`src/rtl/pipe_skid_pkg.sv`:
```
// Shared types and constants for the pipe_skid_reg stage.
package pipe_skid_pkg;

  localparam int unsigned OCC_W = 2;

  typedef enum logic [1:0] {
    EMPTY = 2'd0,
    ONE   = 2'd1,
    FULL  = 2'd2
  } state_e;

endpackage

```
`src/rtl/pipe_data_reg.sv`:
```
// DATAWIDTH-wide load-enabled register with asynchronous active-low clear.
module pipe_data_reg #(
  parameter int unsigned DATAWIDTH = 2
) (
  input  logic                 clk_i,
  input  logic                 rst_ni,
  input  logic                 en_i,
  input  logic [DATAWIDTH-1:0] d_i,
  output logic [DATAWIDTH-1:0] q_o
);

  always_ff @(posedge clk_i or negedge rst_ni) begin
    if (!rst_ni) begin
      q_o <= '0;
    end else if (en_i) begin
      q_o <= d_i;
    end
  end

endmodule

```
`src/rtl/pipe_skid_reg.sv`:
```
// Registered valid/ready pipeline stage with a two-entry skid buffer.
// Optional stall counter enabled by defining PIPE_SKID_REG_STALL_CNT_EN.
module pipe_skid_reg
  import pipe_skid_pkg::*;
#(
  parameter int unsigned DATAWIDTH = 2,
  parameter int unsigned STALLCNTW = 16
) (
  input  logic                 Clk,
  input  logic                 Rst,
  input  logic [DATAWIDTH-1:0] in_data,
  input  logic                 in_valid,
  output logic                 in_ready,
  output logic [DATAWIDTH-1:0] out_data,
  output logic                 out_valid,
  input  logic                 out_ready,
  output logic [OCC_W-1:0]     occupancy
`ifdef PIPE_SKID_REG_STALL_CNT_EN
  ,
  output logic [STALLCNTW-1:0] stall_cnt
`endif
);

  if (DATAWIDTH == 0 || STALLCNTW == 0) begin : g_cfg_err
    $error("pipe_skid_reg: DATAWIDTH and STALLCNTW must be nonzero");
  end

  state_e               state_q, state_d;
  logic                 main_en, skid_en, main_from_skid;
  logic [DATAWIDTH-1:0] main_d, main_q, skid_q;

  always_ff @(posedge Clk or negedge Rst) begin
    if (!Rst) begin
      state_q <= EMPTY;
    end else begin
      state_q <= state_d;
    end
  end

  always_comb begin
    state_d = state_q;
    case (state_q)
      EMPTY: if (in_valid) state_d = ONE;
      ONE: begin
        if (in_valid && !out_ready) begin
          state_d = FULL;
        end else if (!in_valid && out_ready) begin
          state_d = EMPTY;
        end
      end
      FULL:    if (out_ready) state_d = ONE;
      default: state_d = EMPTY;
    endcase
  end

  // in_ready/out_valid/occupancy depend on state_q alone; only the data
  // enables look at the handshake inputs.
  always_comb begin
    out_valid      = 1'b0;
    in_ready       = 1'b1;
    occupancy      = '0;
    main_en        = 1'b0;
    skid_en        = 1'b0;
    main_from_skid = 1'b0;
    case (state_q)
      EMPTY: begin
        main_en = in_valid;
      end
      ONE: begin
        out_valid = 1'b1;
        occupancy = OCC_W'(1);
        main_en   = in_valid && out_ready;
        skid_en   = in_valid && !out_ready;
      end
      FULL: begin
        out_valid      = 1'b1;
        in_ready       = 1'b0;
        occupancy      = OCC_W'(2);
        main_en        = out_ready;
        main_from_skid = 1'b1;
      end
      default: begin
        out_valid = 1'b0;
      end
    endcase
  end

  assign main_d = main_from_skid ? skid_q : in_data;

  pipe_data_reg #(.DATAWIDTH(DATAWIDTH)) u_main (
    .clk_i  (Clk),
    .rst_ni (Rst),
    .en_i   (main_en),
    .d_i    (main_d),
    .q_o    (main_q)
  );

  pipe_data_reg #(.DATAWIDTH(DATAWIDTH)) u_skid (
    .clk_i  (Clk),
    .rst_ni (Rst),
    .en_i   (skid_en),
    .d_i    (in_data),
    .q_o    (skid_q)
  );

  assign out_data = main_q;

`ifdef PIPE_SKID_REG_STALL_CNT_EN
  logic [STALLCNTW-1:0] stall_q, stall_d;

  always_comb begin
    stall_d = stall_q;
    if (out_valid && !out_ready && (stall_q != '1)) begin
      stall_d = stall_q + STALLCNTW'(1);
    end
  end

  always_ff @(posedge Clk or negedge Rst) begin
    if (!Rst) begin
      stall_q <= '0;
    end else begin
      stall_q <= stall_d;
    end
  end

  assign stall_cnt = stall_q;
`endif

  a_out_stable : assert property (@(posedge Clk) disable iff (!Rst)
    (out_valid && !out_ready) |=> $stable(out_data));

endmodule

```
`config.mk`:
```
export PLATFORM = sky130hd
export DESIGN_NAME = pipe_skid_reg
export DESIGN_NICKNAME = d
export VERILOG_FILES = /design/src/rtl/pipe_skid_pkg.sv /design/src/rtl/pipe_data_reg.sv /design/src/rtl/pipe_skid_reg.sv
export SDC_FILE = /design/constraint.sdc
export NUM_CORES = 1
export LEC_CHECK = 0
export ABC_AREA = 1
export CORE_MARGIN = 2
export CORE_UTILIZATION = 30
export DETAILED_ROUTE_END_ITERATION = 12
export REMOVE_ABC_BUFFERS = 1
export SETUP_SLACK_MARGIN = 0.1
export SLEW_MARGIN = 20
export SYNTH_ARGS = -nofsm -noshare
export SYNTH_HDL_FRONTEND = slang
export SYNTH_SLANG_ARGS = --single-unit
export TNS_END_PERCENT = 50
```
`constraint.sdc`:
```
create_clock -name Clk -period 1.2 [get_ports Clk]
set_input_delay 0.18 -clock Clk [delete_from_list [all_inputs] [get_ports Clk]]
set_output_delay 0.18 -clock Clk [all_outputs]
set_load 0.1 [all_outputs]
```
# --- Yosys cells after proc, flatten, opt, wreduce, memory -nomap -nowiden ---
# Cells that the tools add are included.
op_classes:
  eq_ne: 5
  n_reduce_logical: 8
  mux: 12
op_table:
  columns: ["op", "count"]
  rows:
  - ["$mux 2", 5]
  - ["$pmux 2 s3", 1]
  - ["$mux 1", 4]
  - ["$ne 2x2->1 const B", 2]
  - ["$pmux 2 s2", 1]
  - ["$logic_and 1x1->1", 3]
  - ["$ne 3x3->1 const B", 1]
  - ["$pmux 1 s3", 1]
  - ["$reduce_and 3->1", 1]
  - ["$eq 2x1->1 const B", 1]
  - ["$eq 2x2->1 const B", 1]
  - ["$logic_not 1->1", 2]
  - ["$logic_not 2->1", 1]
  - ["$reduce_or 2->1", 1]
word_totals:
  output_inout_bits: 6
  in_bits: 6
  register_bits: 6

# --- Longest topological paths before layout ---
depth:
  word_depth: 5
  ltp_mapped: 7
  depth_no_buf: 7

# --- By module ---
# Synthesis repeated with hierarchy kept, for this count alone.
unflattened:
  hier_cells: 64
  area_unflattened_um2: 452.9
by_module_without_submodules:
  columns: ["mod", "area_each_um2", "cells_per_inst", "seq_area_each_um2", "instances"]
  rows:
  - ["pipe_skid_reg", 300.3, 46, 50.0, 1]
  - ["pipe_data_reg", 76.3, 9, 50.0, 2]

# --- Least setup slack after synthesis ---
# OpenSTA, ideal clock, no wires.
synth_timing:
  kind: "reg-to-reg"
  from: "register state_q[0]"
  to: "register u_main.q_o[0]"
  setup_slack_ns: -0.669
  path_buffers: 0
  t_arrival_ns: 1.747
  stages_incl_launch_ff: 8
  setup_time_ns: 0.122
  synth_period_minus_slack_ns: 1.869
  path_cell_list: "dfrtp_1 inv_1 ha_1 inv_1 nand2_1 nand2_1 nand3_1 nand2_1"
synth_between:
  elab_chain_len: 3
  elab_cells_between_ends: 6
  classes_between: "2 x eq/ne; 3 x mux; 1 x reduce/logical"
synth_rtl:
  columns: ["item", "line_no", "text"]
  rows:
  - ["start, declared", "pipe_skid_reg.sv:28", "state_e state_q, state_d;"]
  - ["start signal, assigned", "pipe_skid_reg.sv:36", "state_q <= state_d;"]
  - ["$eq 2x2->1", "pipe_skid_reg.sv:65", "case (state_q)"]
  - ["$mux 1", "pipe_skid_reg.sv:65", null]
  - ["$mux 2", "pipe_skid_reg.sv:88", "assign main_d = main_from_skid ? skid_q : in_data;"]
  - ["end signal, assigned", "pipe_data_reg.sv:16", "q_o <= d_i;"]
  - ["end, declared", "pipe_data_reg.sv:9", "output logic [DATAWIDTH-1:0] q_o"]
# Several ways; a longest one is shown, not always the timed one.
# A chain may end at the register's enable or synchronous reset.

# --- Worst setup path after layout ---
layout_timing:
  from: "register state_q[0]"
  to: "output port occupancy[0]"
layout_between:
  elab_chain_len: 2
  elab_cells_between_ends: 3
  classes_between: "2 x eq/ne; 1 x mux"
layout_rtl:
  columns: ["item", "line_no", "text"]
  rows:
  - ["$eq 2x2->1 / $eq 2x1->1 (equally long branches)", "pipe_skid_reg.sv:65", null]
  - ["$pmux 2 s2 *", "pipe_skid_reg.sv:65", null]
  - ["end, declared", "pipe_skid_reg.sv:17", "output logic [OCC_W-1:0] occupancy"]
# Every way passes the cells marked *; elsewhere a longest branch is shown, timed or not.

==> results.md <==
- Met1 usage: 0.168
- Failing checks: negative setup slack
- Insertion delay to the later sink of the worst-skew pair: 250 ps
- Setup Skew: about 0.82 ps
- Synth top area share: 0.343
- Share of layout cells above drive strength 1: 0.517
- Initial antenna violation count: 0
- Die Wd: 42.2 um
- Drt wl/cell: about 11 um
- Post-synth EDFFs: 0
- P&R area growth vs syn: 105%
- H-tree depth: 1
- Post-synth top area cell: dfrtp_1
- Cell Chain, Critical Path: buf_6 -> ha_4 -> buf_6 -> buf_12
- Crit. End Element: output pin
- Fmax: slightly above 700 MHz
- Global placement routability congestion: 0.780
- Kind of critical path: register to output pin
- Period utilization: 1.17
- Die area: ~0.0018 mm^2
- Relative slew slack: 0.811
- Outcome: finished, violations left
- CP Launch Type: register
- Design Area, Final: 896 um^2
- Most common cell on crit path: buf_6
- Primary FF master, synth: dfrtp_1
- Worst EP required: roughly 1000 ps
- Post-layout nets: about 100
- CP Data Arrival Time: 1230 ps
- Cell Count Post-Placement: 93
- Slew Viols, Final: 0
- Drc violations: 0
- Clock-pin slew on the worst setup and hold paths: 40 ps
- Largest net degree at the start of global routing: 7
- Vias per cell: 4.43
- Critical path peak fanout: 3
- Root buf cell: clkbuf_4
- GRT Total Usage: 0.143
- DR iter-0 viols: 10
- Hold Path Class: input pin to asynchronous set/reset pin
- GRT Residual Overflow: 0
- ANT cells: 0
- RSZ-0062 raised after global routing: yes
- Die height: 42.2 um
- DR vias: ~450
- Asr flop ratio synth: 1.00
- Actual slew at the worst max-slew pin: 282 ps
- Largest stage delay, worst path: 440 ps
- CTS tree: done
- GR Util met2: 0.209
- Synthesized area: 438 um^2
- Count of state elements after synthesis: 6
- Drt pass-1 iters: 4
- Max-Cap Viols: 0
- # setup viols final: 8
- Most common cell in the netlist: nand2_1
- First-pass GRT wire length: 1830 um
- Final HPWL DP: 811 um
- Top post-synthesis cells by count: nand2_1 (28), ha_1 (8), inv_1 (7)
- Setup slack after layout: -210 ps
- Row cnt: 13
- Max Root-Sink Buffers: 2
- Core area: between 0.001 and 0.0015 mm^2
- Syn_area_per_cell: between 7 and 8 um^2
- Final Non-Filler Cells: 102
- Final hold violation count: 0
- Pre-CTS WS: -235 ps
- GR Layer Usage met3: 0.0776
- Crit path buffers/inverters: 3
- Ports: 12
- Busiest grt layer: met2
- Main area contributors after synthesis: dfrtp_1 (34%), nand2_1 (24%), ha_1 (23%)
- Setup TNS: -952 ps
- Clock sink count: 6
- DP Area: 679 um^2
- Yosys warns: 0
- Family with the most delay on the worst path: flip-flops
- Critical Path Slowest Stage Cell: dfrtp_2
- Initial core utilization: 0.328
- Total Wirelength: 1140 um
- Fin crit period: 1410 ps
- Post-DRT Antenna Nets: 0
- Register area share after synthesis: 0.343
- Library cells used by synthesis: 9
- Mapped Cells: 60
- Vias in the first global route: 439
- CTS Buf Count: 3
- Port bufs: 11
-- metrics by stage --
stage                     hold WS [ps]   util
after global routing               194  0.672
final                              176  0.672
after global placement             446  0.509
after CTS                          182  0.621
after floorplan                   -116      -
after detailed placement           452  0.509
-- state kept, by name, indices dropped and copies added (netlist names) --
name and cells:
u_main.q_o 2, state_q 2, u_skid.q_o 2
-- placed cells by master (no fill, tap or decap) --
master	instances
ha_1	3
buf_6	7
inv_2	3
dfrtp_2	2
nand2_2	4
buf_12	6
nand2_1	22
dfrtp_1	4
nand3_1	2
clkbuf_4	3
clkdlybuf4s50_1	5
nand2_4	3
nand3_2	3
ha_4	5
inv_4	2
buf_4	6
inv_1	4
nand3_4	1
nor2_1	2
-- final timing paths --
kind | startpoint | end | slack [ps] | cells past startpoint
worst max-delay path | state_q[0] | occupancy[0] | -210 | 4
min in group Clk | u_skid.q_o[0] | u_skid.q_o[0] | 490 | 2
worst min register to register | u_skid.q_o[0] | u_skid.q_o[0] | 490 | 2
worst min-delay path | Rst | u_main.q_o[0] | 180 | 1
worst max register to register | state_q[0] | u_main.q_o[1] | -110 | 8
max in group asynchronous | Rst | state_q[1] | 780 | 1
-- cell type report --
class	instances	area [um^2]
fillers	115	438
multi-input cells	45	369
well taps	15	18.8
repair buffers	24	294
clock buffers	3	22.5
inverters	9	38.8
flip-flops and latches	6	153
-- repair_timing --
| action | 4_1_cts | 5_1_grt |
|---|---|---|
| setup buffers | 4 | 2 |
| gates resized for setup | 20 | 16 |
| endpoints found under the setup margin | 10 | 10 |
| pin swaps | 5 | 6 |
| hold buffers | 0 | 0 |
-- per-layer routing --
metal  up-vias  routed length [um]
met1       194                 472
li1        240                   -
met5         -                   0
met2        13                 574
met3         5                  65
met4         0                  31
-- cells by family (layout without fill, tap and decap cells) --
family                   Yosys count  after routing  synth area share
AND/OR/NAND/NOR                   37             37             0.351
buffers and inverters              9             36            0.0772
adder cells (fa/ha/maj)            8              8             0.229
flip-flops                         6              6             0.343
Power is left out: the tool's default activity adds up to more than one toggle a clock period on the data nets, which glitch-free logic cannot reach.
